===== src/rtl/riscv_mc_ctrl.sv =====
// Multi-cycle RV64I control FSM: sequences FETCH/DECODE/EXEC/MEM/WB over one shared memory port with ack timeout trap.
// Optional RISCV_MC_PERF_EN adds 64-bit cycle_cnt / instret_cnt performance counters.
module riscv_mc_ctrl #(
  parameter int unsigned ACK_TIMEOUT = 255
) (
  input  logic       clk,
  input  logic       rst_n,
  input  logic [6:0] instr_opcode,
  input  logic [2:0] funct3,
  input  logic       zero,
  input  logic       mem_ack,
  output logic       mem_req,
  output logic       mem_we,
  output logic       addr_sel,
  output logic       ir_we,
  output logic       pc_we,
  output logic       pc_src,
  output logic [2:0] imm_sel,
  output logic [1:0] alu_src_a,
  output logic [1:0] alu_src_b,
  output logic [1:0] alu_op,
  output logic       reg_we,
  output logic [1:0] wb_sel,
  output logic       retire,
  output logic       trap
`ifdef RISCV_MC_PERF_EN
  ,
  output logic [63:0] cycle_cnt,
  output logic [63:0] instret_cnt
`endif
);

  typedef enum logic [2:0] {
    S_FETCH  = 3'd0,
    S_DECODE = 3'd1,
    S_EXEC   = 3'd2,
    S_MEM    = 3'd3,
    S_WB     = 3'd4,
    S_TRAP   = 3'd5
  } state_t;

  localparam logic [6:0] OP_R      = 7'b0110011;
  localparam logic [6:0] OP_IALU   = 7'b0010011;
  localparam logic [6:0] OP_LOAD   = 7'b0000011;
  localparam logic [6:0] OP_STORE  = 7'b0100011;
  localparam logic [6:0] OP_BRANCH = 7'b1100011;
  localparam logic [6:0] OP_JAL    = 7'b1101111;
  localparam logic [6:0] OP_LUI    = 7'b0110111;

  // The cycle that brings the wait count to ACK_TIMEOUT is the last one allowed.
  localparam logic [7:0] TIMEOUT_LAST = 8'(ACK_TIMEOUT - 1);

  state_t     r_state;
  state_t     w_next;
  logic [7:0] r_wait_cnt;

  logic w_is_r;
  logic w_is_ialu;
  logic w_is_load;
  logic w_is_store;
  logic w_is_branch;
  logic w_is_jal;
  logic w_is_lui;
  logic w_legal;
  logic w_br_taken;
  logic w_timeout;

  assign w_is_r      = (instr_opcode == OP_R);
  assign w_is_ialu   = (instr_opcode == OP_IALU);
  assign w_is_load   = (instr_opcode == OP_LOAD);
  assign w_is_store  = (instr_opcode == OP_STORE);
  assign w_is_branch = (instr_opcode == OP_BRANCH);
  assign w_is_jal    = (instr_opcode == OP_JAL);
  assign w_is_lui    = (instr_opcode == OP_LUI);

  // Only BEQ/BNE are implemented among the branches.
  assign w_legal = w_is_r | w_is_ialu | w_is_load | w_is_store | w_is_jal | w_is_lui |
                   (w_is_branch & (funct3[2:1] == 2'b00));

  assign w_br_taken = (zero == ~funct3[0]);
  assign w_timeout  = (r_wait_cnt == TIMEOUT_LAST);

  always_ff @(posedge clk) begin
    if (!rst_n) begin
      r_state <= S_FETCH;
    end else begin
      r_state <= w_next;
    end
  end

  always_ff @(posedge clk) begin
    if (!rst_n) begin
      r_wait_cnt <= 8'd0;
    end else if (mem_req && !mem_ack) begin
      r_wait_cnt <= r_wait_cnt + 8'd1;
    end else begin
      r_wait_cnt <= 8'd0;
    end
  end

  always_comb begin
    w_next    = r_state;
    mem_req   = 1'b0;
    mem_we    = 1'b0;
    addr_sel  = 1'b0;
    ir_we     = 1'b0;
    pc_we     = 1'b0;
    pc_src    = 1'b0;
    imm_sel   = 3'd0;
    alu_src_a = 2'd0;
    alu_src_b = 2'd0;
    alu_op    = 2'd0;
    reg_we    = 1'b0;
    wb_sel    = 2'd0;
    retire    = 1'b0;
    trap      = 1'b0;

    if (rst_n) begin
      case (instr_opcode)
        OP_STORE:  imm_sel = 3'd1;
        OP_BRANCH: imm_sel = 3'd2;
        OP_LUI:    imm_sel = 3'd3;
        OP_JAL:    imm_sel = 3'd4;
        default:   imm_sel = 3'd0;
      endcase

      case (r_state)
        S_FETCH: begin
          mem_req   = 1'b1;
          alu_src_b = 2'd1;
          if (mem_ack) begin
            ir_we  = 1'b1;
            pc_we  = 1'b1;
            w_next = S_DECODE;
          end else if (w_timeout) begin
            w_next = S_TRAP;
          end
        end

        S_DECODE: begin
          alu_src_a = 2'd3;
          alu_src_b = 2'd2;
          w_next    = w_legal ? S_EXEC : S_TRAP;
        end

        S_EXEC: begin
          if (w_is_r) begin
            alu_src_a = 2'd1;
            alu_op    = 2'd2;
            w_next    = S_WB;
          end else if (w_is_ialu) begin
            alu_src_a = 2'd1;
            alu_src_b = 2'd2;
            alu_op    = 2'd2;
            w_next    = S_WB;
          end else if (w_is_load || w_is_store) begin
            alu_src_a = 2'd1;
            alu_src_b = 2'd2;
            w_next    = S_MEM;
          end else if (w_is_lui) begin
            alu_src_a = 2'd2;
            alu_src_b = 2'd2;
            w_next    = S_WB;
          end else if (w_is_branch) begin
            alu_src_a = 2'd1;
            alu_op    = 2'd1;
            pc_we     = w_br_taken;
            pc_src    = w_br_taken;
            retire    = 1'b1;
            w_next    = S_FETCH;
          end else if (w_is_jal) begin
            // Link value is PC+4, already sitting in PC since FETCH.
            pc_we  = 1'b1;
            pc_src = 1'b1;
            reg_we = 1'b1;
            wb_sel = 2'd2;
            retire = 1'b1;
            w_next = S_FETCH;
          end else begin
            w_next = S_TRAP;
          end
        end

        S_MEM: begin
          mem_req  = 1'b1;
          addr_sel = 1'b1;
          mem_we   = w_is_store;
          if (mem_ack) begin
            if (w_is_store) begin
              retire = 1'b1;
              w_next = S_FETCH;
            end else begin
              w_next = S_WB;
            end
          end else if (w_timeout) begin
            w_next = S_TRAP;
          end
        end

        S_WB: begin
          reg_we = 1'b1;
          wb_sel = w_is_load ? 2'd1 : 2'd0;
          retire = 1'b1;
          w_next = S_FETCH;
        end

        S_TRAP: begin
          trap = 1'b1;
        end

        default: begin
          w_next = S_TRAP;
        end
      endcase
    end
  end

`ifdef RISCV_MC_PERF_EN
  logic [63:0] r_cycle_cnt;
  logic [63:0] r_instret_cnt;

  always_ff @(posedge clk) begin
    if (!rst_n) begin
      r_cycle_cnt   <= 64'd0;
      r_instret_cnt <= 64'd0;
    end else begin
      if (r_state != S_TRAP) begin
        r_cycle_cnt <= r_cycle_cnt + 64'd1;
      end
      if (retire) begin
        r_instret_cnt <= r_instret_cnt + 64'd1;
      end
    end
  end

  assign cycle_cnt   = r_cycle_cnt;
  assign instret_cnt = r_instret_cnt;
`endif

endmodule


===== config.mk =====
export PLATFORM = sky130hd
export DESIGN_NAME = riscv_mc_ctrl
export DESIGN_NICKNAME = d
export VERILOG_FILES = /design/src/rtl/riscv_mc_ctrl.sv
export SDC_FILE = /design/constraint.sdc
export NUM_CORES = 1
export LEC_CHECK = 0
export ABC_AREA = 1
export BUFFER_PORTS_ARGS = -buffer_cell sky130_fd_sc_hd__buf_2
export CAP_MARGIN = 30
export CORE_MARGIN = 1.5
export CORE_UTILIZATION = 44
export CTS_CLUSTER_SIZE = 10
export DETAILED_ROUTE_END_ITERATION = 12
export GPL_TIMING_DRIVEN = 0
export PLACE_DENSITY_LB_ADDON = 0.08
export SLEW_MARGIN = 0
export SYNTH_ARGS = -nofsm -noshare
export SYNTH_HDL_FRONTEND = slang
export SYNTH_SLANG_ARGS = --single-unit
export TNS_END_PERCENT = 1

===== constraint.sdc =====
create_clock -name clk -period 1.1 [get_ports clk]
set_input_delay 0.11 -clock clk [delete_from_list [all_inputs] [get_ports clk]]
set_output_delay 0.11 -clock clk [all_outputs]
set_load 0.02 [all_outputs]

==> out/qor.csv, run 1 <==
stage,metric,value,unit
run_status,outcome,finished with violations,
run_status,violations_in_the_final_reports,setup timing,
route,avgViaCountPerCell,4.983,
critical_path,crit_path_max_fanout,3,
place,routabilityCongestion,0.8873,
sta,max_freq,668.4,MHz
global_routing,antenna_found_initial,0,
yosys,post_synth_instance_area,992.2,um^2
route,wirelength,2.640,mm
route,drt_iter0_drc,34,
clock_network,clock_path_buffers,2,
yosys,synth.yosys.warnings,0,
finish,finalNetCount,226,
floorplan,core_region_area,2170,um^2
finish,n_antenna_cell,0,
sta,layout_worst_path_cycle_share,136.0,%
sta,final.min_clock_period,1.496,ns
floorplan,fp-row-count,17,
yosys,synth_nets,182,
critical_path,endpoint_kind,output pin,
floorplan,die_w,50.49,um
clock_network,cts_made_buffers,3,
sta,least_setup_slack_across_all_paths_after_layout,-0.3962,ns
floorplan,design.portCount,34,
global_routing,global_route_wire_length_before_repair,4.064,mm
global_routing,groute.usage.overall,20.72,%
route,post-route-drc-count,0,
clock_network,cts_tree,built,
clock_network,clock_latency,0.26,ns
floorplan,die_h,50.49,um
critical_path,worst-endpoint-required,0.99,ns
sta,fin_skew,0.003654,ns
min_path,hold_class,in2reg,
finish,layout.cell_area.non_filler,1411,um^2
clock_network,worst_setup_hold_path_clk_slew,0.06,ns
sta,unrepaired_setup_endpoints_after_global_routing,yes,
yosys,synthesis.area_per_instance,5.977,um^2
finish,layout.filler_cells,206,
sta,hold_ws,0.09455,ns
place,numPortBuffers,33,
floorplan,effective_utilization_at_floorplan,45.73,%
place,placed_cell_area,1226,um^2
finish,area_growth_syn_to_layout,42.24,%
place,detailedPlacementHpwl,2.031,mm
critical_path,criticalPathCategory,reg2out,
yosys,share_of_the_yosys_chip_area_belonging_to_registers,22.19,%
sta,final_max_slew_viol_count,0,
floorplan,die_area,2549,um^2
power,power.leakage,0.6527,nW
route,detail_routed_net_length_per_standard_cell,11.14,um
sta,worstMarginPinSlew,0.4865,ns
power,vdd_ir_drop_max,1.140,mV
sta,final_hold_viol_count,0,
sta,setup_viol,27,
clock_network,cts-htree-levels,1,
yosys,postSynthCellCount,166,
yosys,ys_types,31,
finish,area.sequential,235.2,um^2
route,drt-pass1-iter-count,4,
critical_path,worst-endpoint-arrival,1.39,ns
finish,multiInputGateArea,743.2,um^2
global_routing,grt_max_degree,11,
sta,max_slew_headroom,67.57,%
clock_network,hold_buffers,0,
global_routing,grt_pass1_vias,1065,
clock_network,cts_root_buffer,sky130_fd_sc_hd__clkbuf_4,
critical_path,critPathLaunchType,flop,
route,route.vias.total,1181,
route,route.antenna.remaining_nets,0,
global_routing,globalRouteOverflowTotal,0,
clock_network,clkSinkCount,11,
yosys,postSynthRegisterBits,11,
flow_run,max-cap-violations,0,
finish,post_route_cells_drive_above_1_share,40.19,%
power,power_per_cell_area,1024,nW/um^2
[path summary, 6_finish.rpt]
kind,startpoint,endpoint,slack [ns],cells past startpoint
worst min-delay path,rst_n,r_state[2],0.09,3
worst min register to register,r_wait_cnt[0],r_wait_cnt[0],0.43,1
worst max register to register,r_wait_cnt[0],r_state[0],-0.14,8
worst max-delay path,r_state[2],pc_we,-0.40,6
[cells by family after synthesis]
group | synth area share (%)
AOI/OAI and AO/OA | 15.01
DFF | 22.19
buffers and inverters | 11.73
and+or+nand+nor | 46.78
adders and majority gates | 2.522
xor gates and xnor gates | 1.766
[metrics by stage]
stage / setup TNS, ns / util [%] / cells / power [W] / setup WS (ns)
floorplan: -1.710 / - / 166 / 0.0008358 / -0.2606
global placement: -4.021 / 56.52 / 227 / 0.0009748 / -0.3188
detailed placement: -4.498 / 56.52 / 227 / 0.0009830 / -0.3560
CTS: -6.461 / 62.40 / 236 / 0.001363 / -0.4170
global route: -8.623 / 65.05 / 237 / 0.001537 / -0.4725
finish: -6.371 / 65.05 / 237 / 0.001446 / -0.3962
[metal layers]
metal	GRT usage [%]	vias up	wire length (um)
met4	11.26	0	55
met2	41.23	40	1363
met5	0	-	0
met1	20.70	515	1077
li1	-	618	-
met3	1.786	8	143
[state kept, by name, summed over array words and instances, names as in the netlist]
| register | count |
|---|---|
| r_wait_cnt | 8 |
| r_state | 3 |
[cells in the mapped netlist]
cell,number,share of area (%)
sky130_fd_sc_hd__a21oi_1,12,6.1
sky130_fd_sc_hd__a21oi_2,1,0.88
sky130_fd_sc_hd__a21oi_4,1,1.6
sky130_fd_sc_hd__clkbuf_1,1,0.38
sky130_fd_sc_hd__dfxtp_1,11,22
sky130_fd_sc_hd__ha_1,2,2.5
sky130_fd_sc_hd__inv_1,27,10
sky130_fd_sc_hd__inv_2,3,1.1
sky130_fd_sc_hd__nand2_1,34,13
sky130_fd_sc_hd__nand2_2,1,0.63
sky130_fd_sc_hd__nand2_4,2,2.3
sky130_fd_sc_hd__nand3_1,12,6.1
sky130_fd_sc_hd__nand3_4,1,1.8
sky130_fd_sc_hd__nand3b_1,1,0.76
sky130_fd_sc_hd__nand4_1,2,1.3
sky130_fd_sc_hd__nor2_1,26,9.8
sky130_fd_sc_hd__nor2_2,3,1.9
sky130_fd_sc_hd__nor2_4,1,1.1
sky130_fd_sc_hd__nor3_1,5,2.5
sky130_fd_sc_hd__nor3_2,2,2.0
sky130_fd_sc_hd__nor3b_2,1,1.3
sky130_fd_sc_hd__nor4_1,2,1.3
sky130_fd_sc_hd__o211ai_1,1,0.76
sky130_fd_sc_hd__o21a_1,1,0.76
sky130_fd_sc_hd__o21ai_0,5,2.5
sky130_fd_sc_hd__o21ai_1,3,1.5
sky130_fd_sc_hd__o21ai_2,1,0.88
sky130_fd_sc_hd__or2_1,1,0.63
sky130_fd_sc_hd__or2_2,1,0.63
sky130_fd_sc_hd__xnor2_1,1,0.88
sky130_fd_sc_hd__xor2_1,1,0.88
[area by class of cell]
type	count	share of cell area, %
repair buffers	39	17.91
plain buffers	1	0.2660
clock buffers	4	1.862
multi-input cells	124	52.66
inverters	30	8.156
well taps	28	2.482
flip-flops and latches	11	16.67
[repair_timing]
item / in CTS / in global routing
endpoints found under the setup margin: 31 / 31
endpoints found under the hold margin: 0 / 0
resized for setup: 26 / 18
pin swaps: 7 / 3
setup buffers: 5 / 1
[where the power goes]
| group | internal [W] | switching, W | total (W) |
|---|---|---|---|
| combinational | 0.000285 | 0.000422 | 0.000707 |
| clock | 0.000140 | 0.000124 | 0.000264 |
| sequential | 0.000434 | 0.0000402 | 0.000474 |
[placed cells by master, fill, tap and decap left out, types with 3 or more instances in the layout]
cell	count
sky130_fd_sc_hd__clkbuf_4	3
sky130_fd_sc_hd__buf_4	13
sky130_fd_sc_hd__nand2_4	3
sky130_fd_sc_hd__nor2_2	5
sky130_fd_sc_hd__nor2_4	5
sky130_fd_sc_hd__inv_2	5
sky130_fd_sc_hd__buf_2	22
sky130_fd_sc_hd__nor2_1	20
sky130_fd_sc_hd__nand2_1	32
sky130_fd_sc_hd__nand3_1	12
sky130_fd_sc_hd__dfxtp_4	3
sky130_fd_sc_hd__inv_1	24
sky130_fd_sc_hd__dfxtp_1	5
sky130_fd_sc_hd__o21ai_1	3
sky130_fd_sc_hd__a21oi_1	11
sky130_fd_sc_hd__o21ai_0	4
sky130_fd_sc_hd__nor3_1	4
sky130_fd_sc_hd__dfxtp_2	3
sky130_fd_sc_hd__buf_6	4
[critical path: stages (launching register included)]
cell,delay (ns)
sky130_fd_sc_hd__dfxtp_4,0.35
sky130_fd_sc_hd__buf_6,0.12
sky130_fd_sc_hd__nor3_4,0.20
sky130_fd_sc_hd__o21ai_2,0.09
sky130_fd_sc_hd__nor3_4,0.13
sky130_fd_sc_hd__or2_4,0.14
sky130_fd_sc_hd__buf_6,0.10
Note: power is estimated with default switching activity, not from simulation.
==> inputs of run 2 (changes only) <==
--- a/config.mk
+++ b/config.mk
@@ -8,7 +8,7 @@
 export ABC_AREA = 1
 export BUFFER_PORTS_ARGS = -buffer_cell sky130_fd_sc_hd__buf_2
 export CAP_MARGIN = 30
-export CORE_MARGIN = 1.5
+export CORE_MARGIN = 2
 export CORE_UTILIZATION = 44
 export CTS_CLUSTER_SIZE = 10
 export DETAILED_ROUTE_END_ITERATION = 12
==> run 2 against run 1 <==
  * The run still ends with setup timing left
  * Non-clock buffer count fell by 1
  * Critical path depth rose by 1
  * Cell count fell by 0.42%
  * Critical path type unchanged
  * Critical endpoint unchanged
  * Largest power group unchanged
==> out/qor.csv, run 2 (synthesis gave the netlist of run 1 again) <==
stage,metric,value,unit
sta,unrepaired_setup_endpoints_after_global_routing,yes,
min_path,hold_class,in2reg,
sta,final.min_clock_period,1.525,ns
sta,final_max_slew_viol_count,0,
critical_path,critPathLaunchType,flop,
finish,layout.filler_cells,206,
power,internal_power,0.0008392,W
finish,stdcell_count,236,
power,switching_share,40.89,%
floorplan,die_w,51.49,um
finish,layout_common_cells,"sky130_fd_sc_hd__nand2_1, sky130_fd_sc_hd__inv_1, sky130_fd_sc_hd__buf_2",
place,routabilityCongestion,0.8650,
route,route.top_layer_used,met4,
global_routing,global_route_wire_length_before_repair,4.202,mm
min_path,hold_path_depth,3,
critical_path,r2r_start,r_wait_cnt[0],
clock_network,cts_root_buffer,sky130_fd_sc_hd__clkbuf_4,
route,wl_met1,1.039,mm
route,drt_iter0_drc,14,
critical_path,worst-endpoint-required,0.99,ns
global_routing,globalRouteOverflowTotal,0,
critical_path,worst-endpoint-arrival,1.41,ns
sta,worstMarginPinSlew,0.4443,ns
power,power_per_cell_area,1012,nW/um^2
sta,hold_ws,0.08576,ns
power,combPwrFrac,46.3,%
power,switchingPower,0.0005805,W
sta,setup_viol,27,
clock_network,cts_tree,built,
finish,finalNetCount,225,
critical_path,criticalPathCategory,reg2out,
clock_network,hold_buffers,0,
sta,final_hold_viol_count,0,
floorplan,fp-row-count,17,
run_status,violations_in_the_final_reports,setup timing,
finish,n_antenna_cell,0,
power,vdd_ir_drop_max,0.9334,mV
min_path,hold_end,r_state[0],
power,clock_power_share,18.8,%
route,drt-pass1-iter-count,4,
route,route.antenna.remaining_nets,0,
sta,layout_worst_path_cycle_share,138.6,%
sta,least_setup_slack_across_all_paths_after_layout,-0.4248,ns
critical_path,crit_path_max_fanout,4,
route,wirelength,2.565,mm
finish,multiInputGateArea,740.7,um^2
clock_network,clkSinkCount,11,
floorplan,die_area,2651,um^2
critical_path,worst_r2r_endpoint,r_state[0],
route,wl_met3,102,um
place,detailedPlacementHpwl,2.025,mm
route,route.vias.total,1186,
finish,area.sequential,236.5,um^2
finish,finalCoreUtilization,64.65,%
finish,largest_register,r_wait_cnt,
floorplan,die_h,51.49,um
critical_path,worst_r2r_path_depth,8,
place,numPortBuffers,33,
global_routing,grt_pass1_vias,1084,
flow_run,max-cap-violations,0,
clock_network,cts_made_buffers,3,
clock_network,clock_latency,0.26,ns
critical_path,endpoint_kind,output pin,
place,total_instance_count_after_detailed_placement,227,
finish,most_frequent_standard_cell_in_the_layout_excluding_fill_and_tap_cells,sky130_fd_sc_hd__nand2_1,
sta,fin_skew,0.003128,ns
finish,largest_register_ffs,8,
sta,max_slew_headroom,70.38,%
run_status,outcome,finished with violations,
floorplan,core_region_area,2170,um^2
floorplan,effective_utilization_at_floorplan,45.73,%
finish,post_route_cells_drive_above_1_share,40.87,%
route,post-route-drc-count,0,
clock_network,clock_path_buffers,2,
route,detailroute.wirelength.met2,1.380,mm
route,avgViaCountPerCell,5.025,
clock_network,worst_setup_hold_path_clk_slew,0.06,ns
route,detail_routed_net_length_per_standard_cell,10.87,um
clock_network,cts-htree-levels,1,
power,power.leakage,0.6552,nW
critical_path,reg2reg_slack,-0.14,ns
floorplan,design.portCount,34,
power,seq_power_share,34.9,%
finish,largest_registers_in_the_final_layout,"r_wait_cnt x8, r_state x3",
finish,area_growth_syn_to_layout,41.36,%
sta,max_freq,655.8,MHz
global_routing,groute.usage.overall,20.79,%
global_routing,grt_max_degree,11,
min_path,min_from,rst_n,
global_routing,antenna_found_initial,0,
run 2: cell types whose count changed in the layout (fill, tap and decap cells not counted), moves of 2 or more:
cell / delta
sky130_fd_sc_hd__buf_4: +2
sky130_fd_sc_hd__buf_6: -2
sky130_fd_sc_hd__nand2_2: -2
sky130_fd_sc_hd__nor2_2: +2
sky130_fd_sc_hd__nor2_4: -2
run 2: power groups by stage:
stage / Combinational, W / Sequential [W] / Clock, W
floorplan: 0.000368 / 0.000468 / 0
global placement: 0.000503 / 0.000474 / 0
detailed placement: 0.000509 / 0.000477 / 0
CTS: 0.000629 / 0.000490 / 0.000282
global route: 0.000724 / 0.000500 / 0.000295
finish: 0.000657 / 0.000495 / 0.000267
run 2: final cells by class:
| cell class | count | area share (%) |
|---|---|---|
| multi-input cells | 124 | 52.81 |
| repair buffers | 38 | 17.13 |
| flip-flops and latches | 11 | 16.86 |
| inverters | 30 | 8.564 |
| well taps | 28 | 2.498 |
| clock buffers | 4 | 1.873 |
| plain buffers | 1 | 0.2676 |
run 2: critical path, stage by stage (launching register included):
cell	delay [ns]
sky130_fd_sc_hd__dfxtp_4	0.37
sky130_fd_sc_hd__inv_4	0.07
sky130_fd_sc_hd__nand2_4	0.07
sky130_fd_sc_hd__nor3_4	0.20
sky130_fd_sc_hd__o21ai_2	0.09
sky130_fd_sc_hd__nor3_4	0.12
sky130_fd_sc_hd__or2_4	0.14
sky130_fd_sc_hd__buf_6	0.10
run 2: worst max path at each step:
stage	start	end	slack, ns
2_1_floorplan	r_state[0]	pc_we	-0.26
3_3_place_gp	instr_opcode[3]	pc_we	-0.32
3_5_place_dp	instr_opcode[3]	pc_we	-0.34
4_1_cts	r_state[1]	pc_we	-0.41
5_1_grt	r_state[0]	pc_we	-0.52
6_report	r_state[0]	pc_we	-0.42
run 2: stage by stage:
step                area, um^2  setup WS, ns  TNS, ns   power, W
floorplan                 1026       -0.2606   -1.710  0.0008358
global placement          1226       -0.3187   -4.116  0.0009771
detailed placement        1226       -0.3350   -4.730  0.0009853
CTS                       1368       -0.4059   -5.866   0.001401
global route              1403       -0.5231   -8.861   0.001520
finish                    1403       -0.4248   -6.136   0.001420
run 2: per-layer routing:
| layer | GRT usage (%) | up-vias |
|---|---|---|
| met5 | 0 | - |
| met1 | 21.07 | 538 |
| met4 | 13.16 | 0 |
| li1 | - | 612 |
| met2 | 39.74 | 29 |
| met3 | 2.047 | 7 |
run 2: repair_timing:
item                                    CTS  global route
endpoints found under the setup margin   31            31
gates resized for setup                  34            11
pin swaps                                 6             1
hold endpoints to repair                  0             0
buffers inserted                          4             1
gates cloned                              0             0
